===== src/rtl/subtractor_serial_sm.sv =====
// subtractor_serial_sm: digit-serial sign-magnitude subtract / add with carry-out
module subtractor_serial_sm #(
    parameter int WIDTH = 8,
    parameter int DIGIT = 4
) (
    input  logic             clk,
    input  logic             rst,
    input  logic             start,
    input  logic             op,
    input  logic [WIDTH-1:0] a,
    input  logic [WIDTH-1:0] b,
    output logic             busy,
    output logic             done,
    output logic [WIDTH-1:0] result,
    output logic             sgn,
    output logic             cout
);
    localparam int NDIG = WIDTH / DIGIT;
    localparam int IW = NDIG > 1 ? $clog2(NDIG) : 1;
    typedef enum logic [1:0] {IDLE, SUB, FIX, DONE} state_t;
    state_t state, nxt;
    logic [WIDTH-1:0] a_r, b_r, acc, acc_nxt;
    logic op_r, carry, last, accept;
    logic [IW-1:0] idx;
    logic [31:0] base;
    logic [DIGIT-1:0] a_d, b_d, c_d;
    logic [DIGIT:0] sum;
    always_comb begin
        base = 32'(idx) * 32'(DIGIT);
        a_d = DIGIT'(a_r >> base);
        b_d = DIGIT'(b_r >> base);
        c_d = DIGIT'(acc >> base);
        // FIX reuses the digit adder to negate the accumulator in place
        sum = state == FIX ? {1'b0, ~c_d} + (DIGIT+1)'(carry)
                           : {1'b0, a_d} + {1'b0, op_r ? b_d : ~b_d} + (DIGIT+1)'(carry);
        acc_nxt = (acc & ~(WIDTH'({DIGIT{1'b1}}) << base)) | (WIDTH'(sum[DIGIT-1:0]) << base);
        last = idx == IW'(NDIG - 1);
        accept = start && (state == IDLE || state == DONE);
        busy = state == SUB || state == FIX;
        done = state == DONE;
        nxt = state;
        if (state == IDLE || state == DONE)
            nxt = accept ? SUB : IDLE;
        else if (last)
            nxt = state == SUB && !op_r && !sum[DIGIT] ? FIX : DONE;
    end
    always_ff @(posedge clk) begin
        if (rst) begin
            state  <= IDLE;
            a_r    <= '0;
            b_r    <= '0;
            op_r   <= 1'b0;
            acc    <= '0;
            carry  <= 1'b0;
            idx    <= '0;
            result <= '0;
            sgn    <= 1'b1;
            cout   <= 1'b0;
        end else begin
            state <= nxt;
            if (accept) begin
                a_r   <= a;
                b_r   <= b;
                op_r  <= op;
                idx   <= '0;
                carry <= ~op;
            end else if (busy) begin
                acc   <= acc_nxt;
                idx   <= last ? '0 : idx + 1'b1;
                carry <= state == SUB && nxt == FIX ? 1'b1 : sum[DIGIT];
            end
            if (nxt == DONE) begin
                result <= acc_nxt;
                sgn    <= state == SUB;
                cout   <= state == SUB && op_r && sum[DIGIT];
            end
        end
    end
endmodule


===== config.mk =====
export PLATFORM = sky130hd
export DESIGN_NAME = subtractor_serial_sm
export DESIGN_NICKNAME = d
export VERILOG_FILES = /design/src/rtl/subtractor_serial_sm.sv
export SDC_FILE = /design/constraint.sdc
export NUM_CORES = 1
export LEC_CHECK = 0
export CAP_MARGIN = 20
export CORE_MARGIN = 2
export CORE_UTILIZATION = 35
export DETAILED_ROUTE_END_ITERATION = 8
export GPL_ROUTABILITY_DRIVEN = 0
export GPL_TIMING_DRIVEN = 0
export MAX_ROUTING_LAYER = met4
export SYNTH_ARGS = -nofsm -noshare
export SYNTH_HDL_FRONTEND = slang
export SYNTH_SLANG_ARGS = --single-unit

===== constraint.sdc =====
create_clock -name clk -period 3.8 [get_ports clk]
set_input_delay 0.76 -clock clk [delete_from_list [all_inputs] [get_ports clk]]
set_output_delay 0.76 -clock clk [all_outputs]
set_load 0.1 [all_outputs]

# ---- Yosys cells after proc, flatten, opt, wreduce, memory -nomap -nowiden
# Cells that the tools add are included.
dict set report word_totals {
  in_bits 20
  output_inout_bits 12
  reg_bits 39
  word_cells 55
}
dict set report op_classes {
  shift 5
  bitwise 7
  addsub 4
  reduce_logical 14
  eq_ne 5
  mux 10
}
# cell n
set ops {}
lappend ops {{$shr 8x3->4} 3}
lappend ops {{$and 8x8->8} 1}
lappend ops {{$eq 2x2->1 const B} 4}
lappend ops {{$not 4->4} 2}
lappend ops {{$not 8->8} 1}
lappend ops {{$or 8x8->8} 1}
lappend ops {{$shl 4x3->8} 1}
lappend ops {{$shl 4x3->8 const A} 1}
lappend ops {{$logic_and 1x1->1} 6}
lappend ops {{$mux 1} 6}
lappend ops {{$add 4x1->5} 1}
lappend ops {{$add 4x4->5} 1}
lappend ops {{$add 5x1->5} 1}
lappend ops {{$mux 5} 1}
lappend ops {{$mux 2} 2}
lappend ops {{$mux 4} 1}
lappend ops {{$eq 2x1->1 const B} 1}
lappend ops {{$logic_not 1->1} 2}
lappend ops {{$logic_not 2->1} 1}
lappend ops {{$logic_or 1x1->1} 2}
lappend ops {{$not 1->1} 2}
lappend ops {{$reduce_and 2->1} 1}
lappend ops {{$reduce_bool 2->1} 1}
lappend ops {{$reduce_or 2->1} 1}
lappend ops {{$add 1x1->1 const B} 1}

# ---- Logic depth before layout (Yosys ltp)
dict set report logic_depth {
  depth_word 16
  depth_mapped 13
  mapped_depth_nobuf 9
}

# ---- Worst setup path after synthesis
# Ideal clock, no wire load.
dict set report synth_timing {
  path_type {reg-to-reg}
  start {register idx}
  end {register result[0]}
  arrival_ps 3254
  synth_period_minus_slack_ps 3381
  required_ps 3672
  setup_ps 128
  setup_slack_ps 419
  stages_incl_launch_ff 13
  cell_sequence {dfxtp_1 -> buf_6 -> buf_2 -> buf_2 -> mux2_2 -> fa_1 -> fa_1 -> a21o_1 -> a2111oi_4 -> nor3b_4 -> buf_6 -> mux2i_1 -> nor2_1}
}
dict set report synth_between {
  elab_chain_len 12
  elab_cells_between_ends 21
  cone_classes {add/sub: 3; eq/ne: 1; shift: 5; mux: 5; bitwise: 5; reduce/logical: 2}
}
# element line_no
set synth_lines {}
lappend synth_lines {{start: declaration} 24} ;# logic [IW-1:0] idx;
lappend synth_lines {{start signal: assignment} 69} ;# idx <= last ? '0 : idx + 1'b1;
lappend synth_lines {{$shr 8x3->4} 31} ;# b_d = DIGIT'(b_r >> base);
lappend synth_lines {{$not 4->4} 35} ;# : {1'b0, a_d} + {1'b0, op_r ? b_d : ~b_d} + (DIGIT+1)'(carry);
lappend synth_lines {{$mux 4} 35}
lappend synth_lines {{$add 4x4->5} 35}
lappend synth_lines {{$add 5x1->5} 35}
lappend synth_lines {{$mux 5} 34} ;# sum = state == FIX ? {1'b0, ~c_d} + (DIGIT+1)'(carry)
lappend synth_lines {{$logic_not 1->1} 45} ;# nxt = state == SUB && !op_r && !sum[DIGIT] ? FIX : DONE;
lappend synth_lines {{$logic_and 1x1->1} 45}
lappend synth_lines {{$mux 1} 45}
lappend synth_lines {{$mux 2} 44} ;# else if (last)
lappend synth_lines {{$mux 2} 42} ;# if (state == IDLE || state == DONE)
lappend synth_lines {{$eq 2x2->1} 72} ;# if (nxt == DONE) begin
lappend synth_lines {{end signal: assignment} 73} ;# result <= acc_nxt;
lappend synth_lines {{end: declaration} 14} ;# output logic [WIDTH-1:0] result,
# Several ways; a longest one is shown, not always the timed one.
# A chain may end at the register's enable or synchronous reset.

# ---- Final worst setup path
dict set report layout_timing {
  start {register idx}
  end {register result[3]}
}
# The elaborated chain is that of the path after synthesis.

==> results_dict.tcl <==
set metrics [dict create \
    post_cts_resized 0 \
    cp_cell_sequence "buf_6, buf_4, mux2_2, fa_1, fa_1, a21o_1, a2111oi_4, nor3b_4, buf_6, o311ai_1, o21ai_0" \
    die_area_um2 6946 \
    dp_hpwl_mm 3.675 \
    ir_drop_mv 0.2028 \
    grt_start_max_net_pins 14 \
    fin_util_pct 45.38 \
    synthArstFlopShare_pct 0 \
    clockRootBuffer "clkbuf_8" \
    fmax_mhz 290.9 \
    grtUsageTotal_pct 14.96 \
    routedWlPerCell_um 13.46 \
    clock_latency_ns 0.30 \
    status "completed" \
    ant_nets 0 \
    wl_mm 4.926 \
    grt_setup_unrepaired "false" \
    hold_path_end "a_r[3]" \
    synthSimpleGateAreaFrac_pct 22.20 \
    avgSynthCellArea_um2 8.675 \
    startpoint_type "register" \
    cts_buffers 5 \
    p_per_area_nw_per_um2 459.1 \
    drc 0 \
    synth_compound_area_share_pct 17.04 \
    worstHoldPathType "reg2reg" \
    fill_cells 631 \
    clkTransAtPathRegs_ns 0.09 \
    fin_cells 366 \
    cts_sinks 39 \
    cp_top_family "adder cells" \
    hold_buffers 0 \
    diodes 0 \
    initial_utilization_pct 36.78 \
    port_buffers 30 \
    cts_tree "yes" \
    post-cts-setup-buffers 0 \
    multi_input_area_um2 1303 \
    regArea_um2 780.7 \
    endpoint_kind "register" \
    tightest_slew_ns 0.9656 \
    critical_path_required_ns 3.98 \
    cpMaxStageDelayCell "fa_1" \
    grt_pass1_vias 1740 \
    drive_gt1_share_pct 10.65 \
    htree_levels 2 \
    regToRegEndpoint "result[3]" \
    vias 1838 \
    die_h_um 83.35 \
    antenna_found_initial 0 \
    r2r-start "idx" \
    vias_per_cell 5.022 \
    synth-main-ff-cell "dfxtp_1" \
    synth_edf_count 0 \
    max_stage_delay_ns 0.47 \
    hold_violations 0 \
    syn_inst 254 \
    cp_num_buf_inv 3 \
    cts_buffer_depth 2 \
    synth_fp_nets 284 \
    ff2ff_path_depth 11 \
    p_leak_nw 0.9761 \
    maxSlewViolCount 0 \
    ys_seq_area_share_pct 35.43 \
    io_pins 32 \
    num_rows 28 \
    fin_nets 320 \
    area_growth_pct 23.40 \
    critical_path_arrival_ns 3.61 \
    crit_type "reg2reg" \
    synth_cell_type_count 44 \
    relSlewSlack_pct 35.43 \
    r2r_slack_ns 0.36 \
    synth_top_family_by_area "simple AND/OR/NAND/NOR gates" \
    mostFrequentLayoutCells "nand2_1, dfxtp_1, a21oi_1" \
    dp.cells 359 \
    fin_skew_ns 0.007759 \
    firstDrtPassIters 4 \
    dieWidth_um 83.35 \
    min_path_cells 2 \
    grt_pass1_wl_mm 8.204 \
    setup_violations 0 \
    worstPathMaxFanout 19 \
    worstHoldStart "a_r[3]" \
    maxCapViolCount 0 \
    core_area_um2 5991 \
    synth-adder-area-share_pct 6.360 \
    finalSetupTns_ns 0 \
    fin_crit_ns 3.438 \
    yosys_warnings 0 \
    gr-total-overflow 0 \
    syn_area_um2 2203 \
    fin_crit_sh_pct 90.47 \
    synth_xor_area_share_pct 2.783 \
    drt_iter0_drc 68 \
    synth_mux_area_share_pct 10.73 \
    ys_ff_latch 39 \
    final_common_cell "nand2_1" \
]
## layer usage
layer,up-vias,wire [um],global-route usage [%]
li1,955,-,-
met1,836,2474,19.04
met2,40,2213,23.83
met3,7,179,3.082
met4,0,59,4.769
met5,-,0,-
## cell type report
class / count / area share, %
Inverter: 6 / 0.8283
Buffer: 17 / 3.590
Sequential cell: 39 / 28.72
Timing Repair Buffer: 30 / 11.04
Multi-Input combinational cell: 191 / 47.91
Tap cell: 75 / 3.451
Clock inverter: 2 / 1.427
Clock buffer: 6 / 3.037
## logic make-up after synthesis
family          after synthesis
simple gates                 91
compound gates               60
flops                        39
buf+inv                      24
mux                          23
fa+ha+maj                    10
xor+xnor                      7
## synthesized netlist by cell type, types with 2 or more instances
cell | count | share of area (%)
a21o_1 | 2 | 0.68
xnor2_1 | 2 | 0.80
nor3_1 | 5 | 1.1
nor2b_1 | 2 | 0.57
mux2_2 | 5 | 2.6
nand2_1 | 43 | 7.3
fa_1 | 2 | 1.8
xor2_1 | 5 | 2.0
a211oi_1 | 6 | 2.0
nor3b_1 | 3 | 1.0
nor2_1 | 18 | 3.1
nand3b_1 | 3 | 1.0
buf_2 | 6 | 1.4
inv_1 | 6 | 1.0
dfxtp_1 | 39 | 35
clkbuf_1 | 9 | 1.5
or3_1 | 2 | 0.57
o21ai_0 | 9 | 2.0
a21oi_1 | 33 | 7.5
mux2i_1 | 18 | 8.2
o22ai_1 | 2 | 0.57
buf_6 | 3 | 1.5
nand2b_1 | 3 | 0.85
ha_1 | 8 | 4.5
## worst reg2reg max path, stage by stage, from the launching register on
cell	delay (ns)
dfxtp_1	0.42
buf_6	0.23
buf_4	0.23
mux2_2	0.37
fa_1	0.44
fa_1	0.47
a21o_1	0.22
a2111oi_4	0.44
nor3b_4	0.12
buf_6	0.17
o311ai_1	0.08
o21ai_0	0.13
## per-stage QoR
stage	area (um2)	hold WS [ns]	power (mW)	worst slack, ns
after CTS	2719	0.4567	1.257	0.03045
final	2719	0.4552	1.248	0.3621
after global placement	2597	0.4393	0.8775	0.05595
after detailed placement	2597	0.4441	0.8785	0.04089
after floorplan	2203	0.4329	0.7791	0.4188
after global routing	2719	0.4765	1.318	0.1544
## flip-flops by register name, summed over array words and instances, names as in the netlist
signal,cells
idx,1
result,8
carry,1
b_r,8
cout,1
state,2
op_r,1
sgn,1
a_r,8
acc,8
## how the worst max path moves through the flow
stage	from	to	slack [ns]	cells past startpoint
after floorplan	idx	result[0]	0.42	12
after global placement	idx	result[0]	0.06	12
after detailed placement	idx	result[0]	0.04	12
after CTS	idx	result[3]	0.03	12
after global routing	idx	result[3]	0.15	12
final	idx	result[3]	0.36	11
## power breakdown
part	switching [mW]	internal, mW
sequential	0.0312	0.442
combinational	0.234	0.160
clock	0.164	0.216
total	0.430	0.819
(Power assumes the default switching activity.)
